===== src/rtl/twiddle_mult.sv =====
// Streaming twiddle-multiply stage: drives the twiddle ROM per accepted sample, aligns the
// sample to the ROM read latency, then does a pipelined Q15 complex multiply with round/saturate.
`ifndef DATA_WIDTH
`define DATA_WIDTH 16
`endif

module twiddle_mult #(
  parameter int STRIDE = 1,
  parameter int DW     = `DATA_WIDTH
) (
  input  logic            clk,
  input  logic            rst_n,
  input  logic            in_valid,
  input  logic            in_sof,
  input  logic [2*DW-1:0] in_data,
  output logic            rom_en,
  output logic [3:0]      rom_addr,
  input  logic [2*DW-1:0] rom_data,
  output logic            out_valid,
  output logic            out_sof,
  output logic [2*DW-1:0] out_data
);

  localparam int PW = 2 * DW;
  localparam int SW = 2 * DW + 1;
  localparam logic [3:0] STEP = 4'(STRIDE);
  localparam logic signed [SW-1:0] RND     = SW'(1) << (DW - 2);
  localparam logic signed [SW-1:0] SAT_MAX = SW'((1 << (DW - 1)) - 1);
  localparam logic signed [SW-1:0] SAT_MIN = SW'(-(1 << (DW - 1)));

  logic [3:0]             k;
  logic                   v1, v2, v3, v4;
  logic                   sof1, sof2, sof3, sof4;
  logic [PW-1:0]          d1, d2;
  logic signed [DW-1:0]   xr, xi, wr, wi;
  logic signed [PW-1:0]   pr1, pr2, pi1, pi2;
  logic signed [SW-1:0]   sr, si;

  // Combinational address so the ROM registers it on the same edge that accepts the sample.
  assign rom_en   = in_valid;
  assign rom_addr = in_sof ? 4'd0 : k * STEP;

  assign xr = d2[PW-1:DW];
  assign xi = d2[DW-1:0];
  assign wr = rom_data[PW-1:DW];
  assign wi = rom_data[DW-1:0];

  function automatic logic [DW-1:0] round_sat(input logic signed [SW-1:0] v);
    logic signed [SW-1:0] t;
    t = (v + RND) >>> (DW - 1);
    if (t > SAT_MAX)
      return {1'b0, {(DW-1){1'b1}}};
    else if (t < SAT_MIN)
      return {1'b1, {(DW-1){1'b0}}};
    else
      return t[DW-1:0];
  endfunction

  always_ff @(posedge clk or negedge rst_n) begin
    if (!rst_n)
      k <= 4'd0;
    else if (in_valid)
      k <= in_sof ? 4'd1 : k + 4'd1;
  end

  // Two alignment stages match the ROM read latency; later stages form the multiply pipeline.
  always_ff @(posedge clk or negedge rst_n) begin
    if (!rst_n) begin
      v1        <= 1'b0;
      v2        <= 1'b0;
      v3        <= 1'b0;
      v4        <= 1'b0;
      sof1      <= 1'b0;
      sof2      <= 1'b0;
      sof3      <= 1'b0;
      sof4      <= 1'b0;
      d1        <= '0;
      d2        <= '0;
      pr1       <= '0;
      pr2       <= '0;
      pi1       <= '0;
      pi2       <= '0;
      sr        <= '0;
      si        <= '0;
      out_valid <= 1'b0;
      out_sof   <= 1'b0;
      out_data  <= '0;
    end else begin
      v1        <= in_valid;
      sof1      <= in_valid & in_sof;
      v2        <= v1;
      sof2      <= sof1;
      v3        <= v2;
      sof3      <= sof2;
      v4        <= v3;
      sof4      <= sof3;
      out_valid <= v4;
      out_sof   <= sof4;
      if (in_valid)
        d1 <= in_data;
      if (v1)
        d2 <= d1;
      if (v2) begin
        pr1 <= PW'(xr) * PW'(wr);
        pr2 <= PW'(xi) * PW'(wi);
        pi1 <= PW'(xr) * PW'(wi);
        pi2 <= PW'(xi) * PW'(wr);
      end
      if (v3) begin
        sr <= SW'(pr1) - SW'(pr2);
        si <= SW'(pi1) + SW'(pi2);
      end
      if (v4)
        out_data <= {round_sat(sr), round_sat(si)};
    end
  end

endmodule


===== config.mk =====
export PLATFORM = sky130hd
export DESIGN_NAME = twiddle_mult
export DESIGN_NICKNAME = d
export VERILOG_FILES = /design/src/rtl/twiddle_mult.sv
export SDC_FILE = /design/constraint.sdc
export NUM_CORES = 2
export LEC_CHECK = 0
export ABC_AREA = 1
export ABC_CLOCK_PERIOD_IN_PS = 5400
export CAP_MARGIN = 20
export CELL_PAD_IN_SITES_DETAIL_PLACEMENT = 0
export CELL_PAD_IN_SITES_GLOBAL_PLACEMENT = 2
export CORE_MARGIN = 3
export CORE_UTILIZATION = 35
export CTS_BUF_LIST = sky130_fd_sc_hd__clkbuf_4 sky130_fd_sc_hd__clkbuf_8
export DETAILED_ROUTE_END_ITERATION = 8
export GPL_ROUTABILITY_DRIVEN = 0
export GPL_TIMING_DRIVEN = 0
export PLACE_DENSITY_LB_ADDON = 0.1
export SETUP_SLACK_MARGIN = 0.05
export SYNTH_ARGS = -nofsm -noshare
export SYNTH_HDL_FRONTEND = slang
export SYNTH_SLANG_ARGS = --single-unit

===== constraint.sdc =====
create_clock -name clk -period 5.4 [get_ports clk]
set_input_delay 1.08 -clock clk [delete_from_list [all_inputs] [get_ports clk]]
set_output_delay 1.08 -clock clk [all_outputs]
set_load 0.01 [all_outputs]

# After elaboration in Yosys (flattened, before gate mapping)
# Index checks and enable logic that the tools add are counted.
[word_totals]
out_inout_bits = 39
reg_bits = 304
latchBits = 0
rom_bits = 0
mem_count = 0
ram_bits = 0
[op_classes]
mux = 6
n_bitwise = 1
addsub = 5
magnitude_cmp = 4
multipliers = 4
div = 0
shift = 0
n_eq_ne = 0
reduce_logical = 0
[op_table]
columns = ["operator", "count"]
rows = [
  ["16-bit by 16-bit multiplier with 32-bit output", 4],
  ["33-bit by 16-bit adder with 33-bit output, second input constant", 2],
  ["16-bit 2-to-1 mux", 4],
  ["18-bit by 16-bit greater-than comparator with 1-bit output, second input constant", 2],
  ["18-bit by 16-bit < comparator with 1-bit output, second input constant", 2],
  ["32-bit by 32-bit adder with 33-bit output", 1],
  ["32-bit by 32-bit subtractor with 33-bit output", 1],
  ["4-bit 2-to-1 mux", 2],
  ["4-bit by 1-bit adder with 4-bit output, second input constant", 1],
  ["1-bit AND", 1],
]

# Longest topological paths before layout
[depth]
word_depth = 4
ltp_mapped = 29

# Least setup slack after synthesis
# No wires, ideal clock.
[synth_path]
path_kind = "input-to-reg"
startpoint = "input rom_data[5]"
endpoint = "register pr2[23]"
path_slack_ps = -787
path_stages = 19
t_arrival_ps = 6055
path_buffers = 1
setup_ps = 132
cell_sequence = "clkbuf_1 > nand2_1 > fa_1 > inv_1 > fa_1 > fa_1 > fa_1 > fa_1 > inv_1 > fa_1 > inv_1 > ha_1 > a21oi_1 > o21ai_0 > a21oi_1 > nand3_1 > or2_2 > nand3_1 > o21ai_0"
[synth_between]
elab_chain_len = 1
[synth_lines]
columns = ["element", "line", "rtl"]
rows = [
  ["start, declared", "18", "input logic [2*DW-1:0] rom_data,"],
  ["16-bit by 16-bit multiplier with 32-bit output", "105", "pr2 <= PW'(xi) * PW'(wi);"],
  ["end signal, assigned", "105", ""],
  ["end, declared", "36", "logic signed [PW-1:0] pr1, pr2, pi1, pi2;"],
]
# No other way between the ends.
# A chain may end at the register's enable or synchronous reset.

# Worst setup path in the final report
[layout_path]
startpoint = "register d2[31]"
endpoint = "register pr1[23]"
[layout_between]
elab_chain_len = 1
[layout_lines]
columns = ["element", "line", "rtl"]
rows = [
  ["start, declared", "34", "logic [PW-1:0] d1, d2;"],
  ["start signal, assigned", "78", "d2 <= '0;"],
  ["start signal, assigned", "102", "d2 <= d1;"],
  ["16-bit by 16-bit multiplier with 32-bit output", "104", "pr1 <= PW'(xr) * PW'(wr);"],
  ["end signal, assigned", "104", ""],
  ["end, declared", "36", ""],
]
# No other way between the ends.

==> results by group <==
Setup path
  • CP Buf/Inv Count: 7
  • Worst Path Arrival: around 6.5 ns
  • Worst reg2reg path endpoint: pr1[23]
  • Most used cell along the critical path: fa_2
  • Setup crit end: pr1[23]
  • Critical Path Stages: 23
  • R2R Path Start: d2[31]
  • Slowest cell on crit path: fa_2
  • Crit path max fanout: 8
  • Critical Path Source: d2[31]
  • Worst setup EP type: flop
  • WS Path Type: reg2reg
  • CP top delay family: adder cells
  • Crit path cell chain: clkbuf_16 -> buf_12 -> nand2_4 -> inv_2 -> fa_2 -> fa_2 -> fa_1 -> fa_2 -> fa_1 -> inv_2 -> fa_2 -> inv_2 -> ha_4 -> buf_6 -> a21oi_4 -> o21ai_2 -> inv_1 -> nand2_2 -> a21oi_2 -> nand2_1 -> or2_4 -> nand3_4 -> nand2_1
  • Reg2Reg Depth: 23
  • R2r setup slk: -0.49 ns
  • CP required: 6.02 ns
  • Setup crit start kind: flop
  • Max incr delay on CP: 0.61 ns

Placed design
  • Port Buffers: 105
  • Hpwl dp: about 200,000 um
  • Placed cell areas: 0.0642 mm^2
  • Place WS: -2.68 ns
  • Placed insts: a little under 10,000

Floorplan
  • Die width: 410 um
  • Die Height: 410 um
  • CORE AREA: 0.161 mm^2
  • Die area: between 0.15 and 0.2 mm^2
  • # rows: 147
  • Initial cell density of the core: between 30% and 40%
  • Io pins: roughly 110

Yosys
  • Synthesized Nets: approximately 9,100
  • Syn Area/Cell: 7.58 um^2
  • Synth warn: 0
  • FF+latch count, synth: 276
  • Commonest cells in the netlist: nand2_1, inv_1, fa_1
  • Ys flop type: dfrtp_1
  • Synth top area share: 36.7%
  • Top-count cell post-synth: nand2_1
  • Asr flop ratio synth: 100%
  • Post-synth cell types: between 50 and 60
  • Synth area leaders: fa_1, nand2_1, inv_1
  • Sequential fraction of the synthesis area: 12.1%
  • Cells after Synth: 7,548
  • Yosys top cell by area: fa_1
  • Number of synthesized flops with an enable pin: 0
  • Synthesized area: 0.0572 mm^2

Finish
  • FILL cells: roughly 17,000
  • Fin nets: 9,497
  • Final cell count without fillers: 10,200
  • Finished Cell Area: 0.0722 mm^2
  • Layout cell share with drive strength beyond 1: 20.6%
  • Area grow syn2layout: 26.2%

STA
  • # setup viols final: between 70 and 80
  • Final min period: 5.89 ns
  • Final Hold Viols: 0
  • RSZ-0062 raised after global routing: true
  • Slew headroom: 22.5%
  • Max-slew violation count: 0
  • Final period utilization: 109%
  • Clock skew: about 0.058 ns
  • Max Fclk: 170 MHz
  • Final WS setup: -0.493 ns
  • Least-Margin Pin Slew: 1.16 ns

Clocking
  • Post-cts hold buffer count: 0
  • H-tree depth: 2
  • Root Buffer: clkbuf_8
  • Clk_lat worst skew: 0.73 ns
  • # clock sinks: 276
  • TritonCTS clock tree: yes
  • TritonCTS Buffers: 54
  • CTS clk-pin slew, worst paths: 0.07 ns
  • Clk buf depth: 3

GRT
  • Gr ovfl total: 0
  • Largest net degree at the start of global routing: 103
  • Gr usage total: a little under 30%
  • Number of global-route vias before repair: approximately 50,000
  • Initial antenna violation count: 10
  • First-pass GRT wire length: approximately 350,000 um

Detailed routing
  • Initial DRT Pass Iterations: 5
  • Initial DRC Count: 3,489
  • Post-DR vias/cell: 4.86
  • WL/cell: between 20 and 25 um
  • Routed Antenna Nets: 0
  • Via count: 49,600
  • Routed WL: 243,000 um
  • DRC Markers: 0

Run status
  • Violated checks: negative setup slack
  • Status: finished, violations left

Flow run
  • Max capacitance violation total: 0

Worst hold path
  • Hold Crit Class: in2async
## kinds of logic after synthesis
kind of cell / share of synthesized area (%)
buf+inv: 15.1
mux: 0.433
fa+ha+maj: 45.3
simple gates: 20.2
xor+xnor: 1.58
compound gates: 5.27
flops: 12.1
## through the flow
step	setup TNS [ns]	hold slack, ns	utilization, %
2_1_floorplan	-13.10	0.331	-
6_report	-19.85	0.170	44.7
3_5_place_dp	-185.80	0.340	39.8
5_1_grt	-30.03	0.140	44.7
3_3_place_gp	-2829.92	0.335	39.4
4_1_cts	-20.99	0.109	42.5
## sequential cells by signal, summed over array words and instances (netlist names), 4 cells and up
name / flops
d1: 32
pi2: 32
k: 4
pr1: 32
pr2: 32
si: 19
out_data: 32
pi1: 32
d2: 32
sr: 19
## per-layer routing
layer / wire, um / track usage [%]
met1: 106000 / 39.9
met2: 108000 / 45.6
met3: 14800 / 4.33
met4: 13300 / 11.8
met5: 14 / 0
## worst min path at each step
| stage | from | end | slack, ns | cells past startpoint |
|---|---|---|---|---|
| 6_report | rst_n | pr2[25] | 0.17 | 1 |
| 5_1_grt | rst_n | pr2[25] | 0.14 | 1 |
| 4_1_cts | rst_n | pr2[25] | 0.11 | 1 |
| 3_5_place_dp | sof1 | sof2 | 0.34 | 0 |
| 3_3_place_gp | sof2 | sof3 | 0.34 | 0 |
| 2_1_floorplan | sof4 | out_sof | 0.33 | 0 |
## cell usage in the layout (no fill, tap or decap), types with 72 or more instances in the layout
master	count
dfrtp_1	257
nand2_1	1858
buf_6	86
a21oi_1	94
ha_4	88
fa_2	83
o21ai_0	139
ha_1	298
inv_1	1856
inv_2	138
fa_1	965
nor2_1	279
nand3_1	167
buf_4	218
nand4_1	77
nand2_4	78
clkdlybuf4s50_1	75
nand2_2	115
a21oi_2	72
clkbuf_8	107
## worst register-to-register path: stages (launching register included)
cell	delay, ns
dfrtp_2	0.48
clkbuf_16	0.21
buf_12	0.16
nand2_4	0.07
inv_2	0.03
fa_2	0.61
fa_2	0.60
fa_1	0.60
fa_2	0.46
fa_1	0.50
inv_2	0.04
fa_2	0.59
inv_2	0.07
ha_4	0.25
buf_6	0.13
a21oi_4	0.20
o21ai_2	0.11
inv_1	0.08
nand2_2	0.07
a21oi_2	0.10
nand2_1	0.07
or2_4	0.26
nand3_4	0.08
nand2_1	0.06
## timing repair
action | 4_1_cts | 5_1_grt
buffers inserted | 118 | 144
endpoints found under the setup margin | 101 | 93
gates resized for setup | 794 | 727
pin swaps | 130 | 356
cloned | 0 | 2
## cell type report
class                           instances  area [um^2]  area share, %
Multi-Input combinational cell       4982        46700           64.7
Tap cell                             2160         2700           3.74
Sequential cell                       276         6950           9.62
Clock buffer                           76          958           1.33
Timing Repair Buffer                  406         4130           5.72
Antenna cell                            7         17.5         0.0243
Inverter                             2018         7640           10.6
Buffer                                250         2850           3.95
Clock inverter                         15          248          0.343
Power is left out: the tool's default activity adds up to more than one toggle a clock period on the data nets, which glitch-free logic cannot reach.
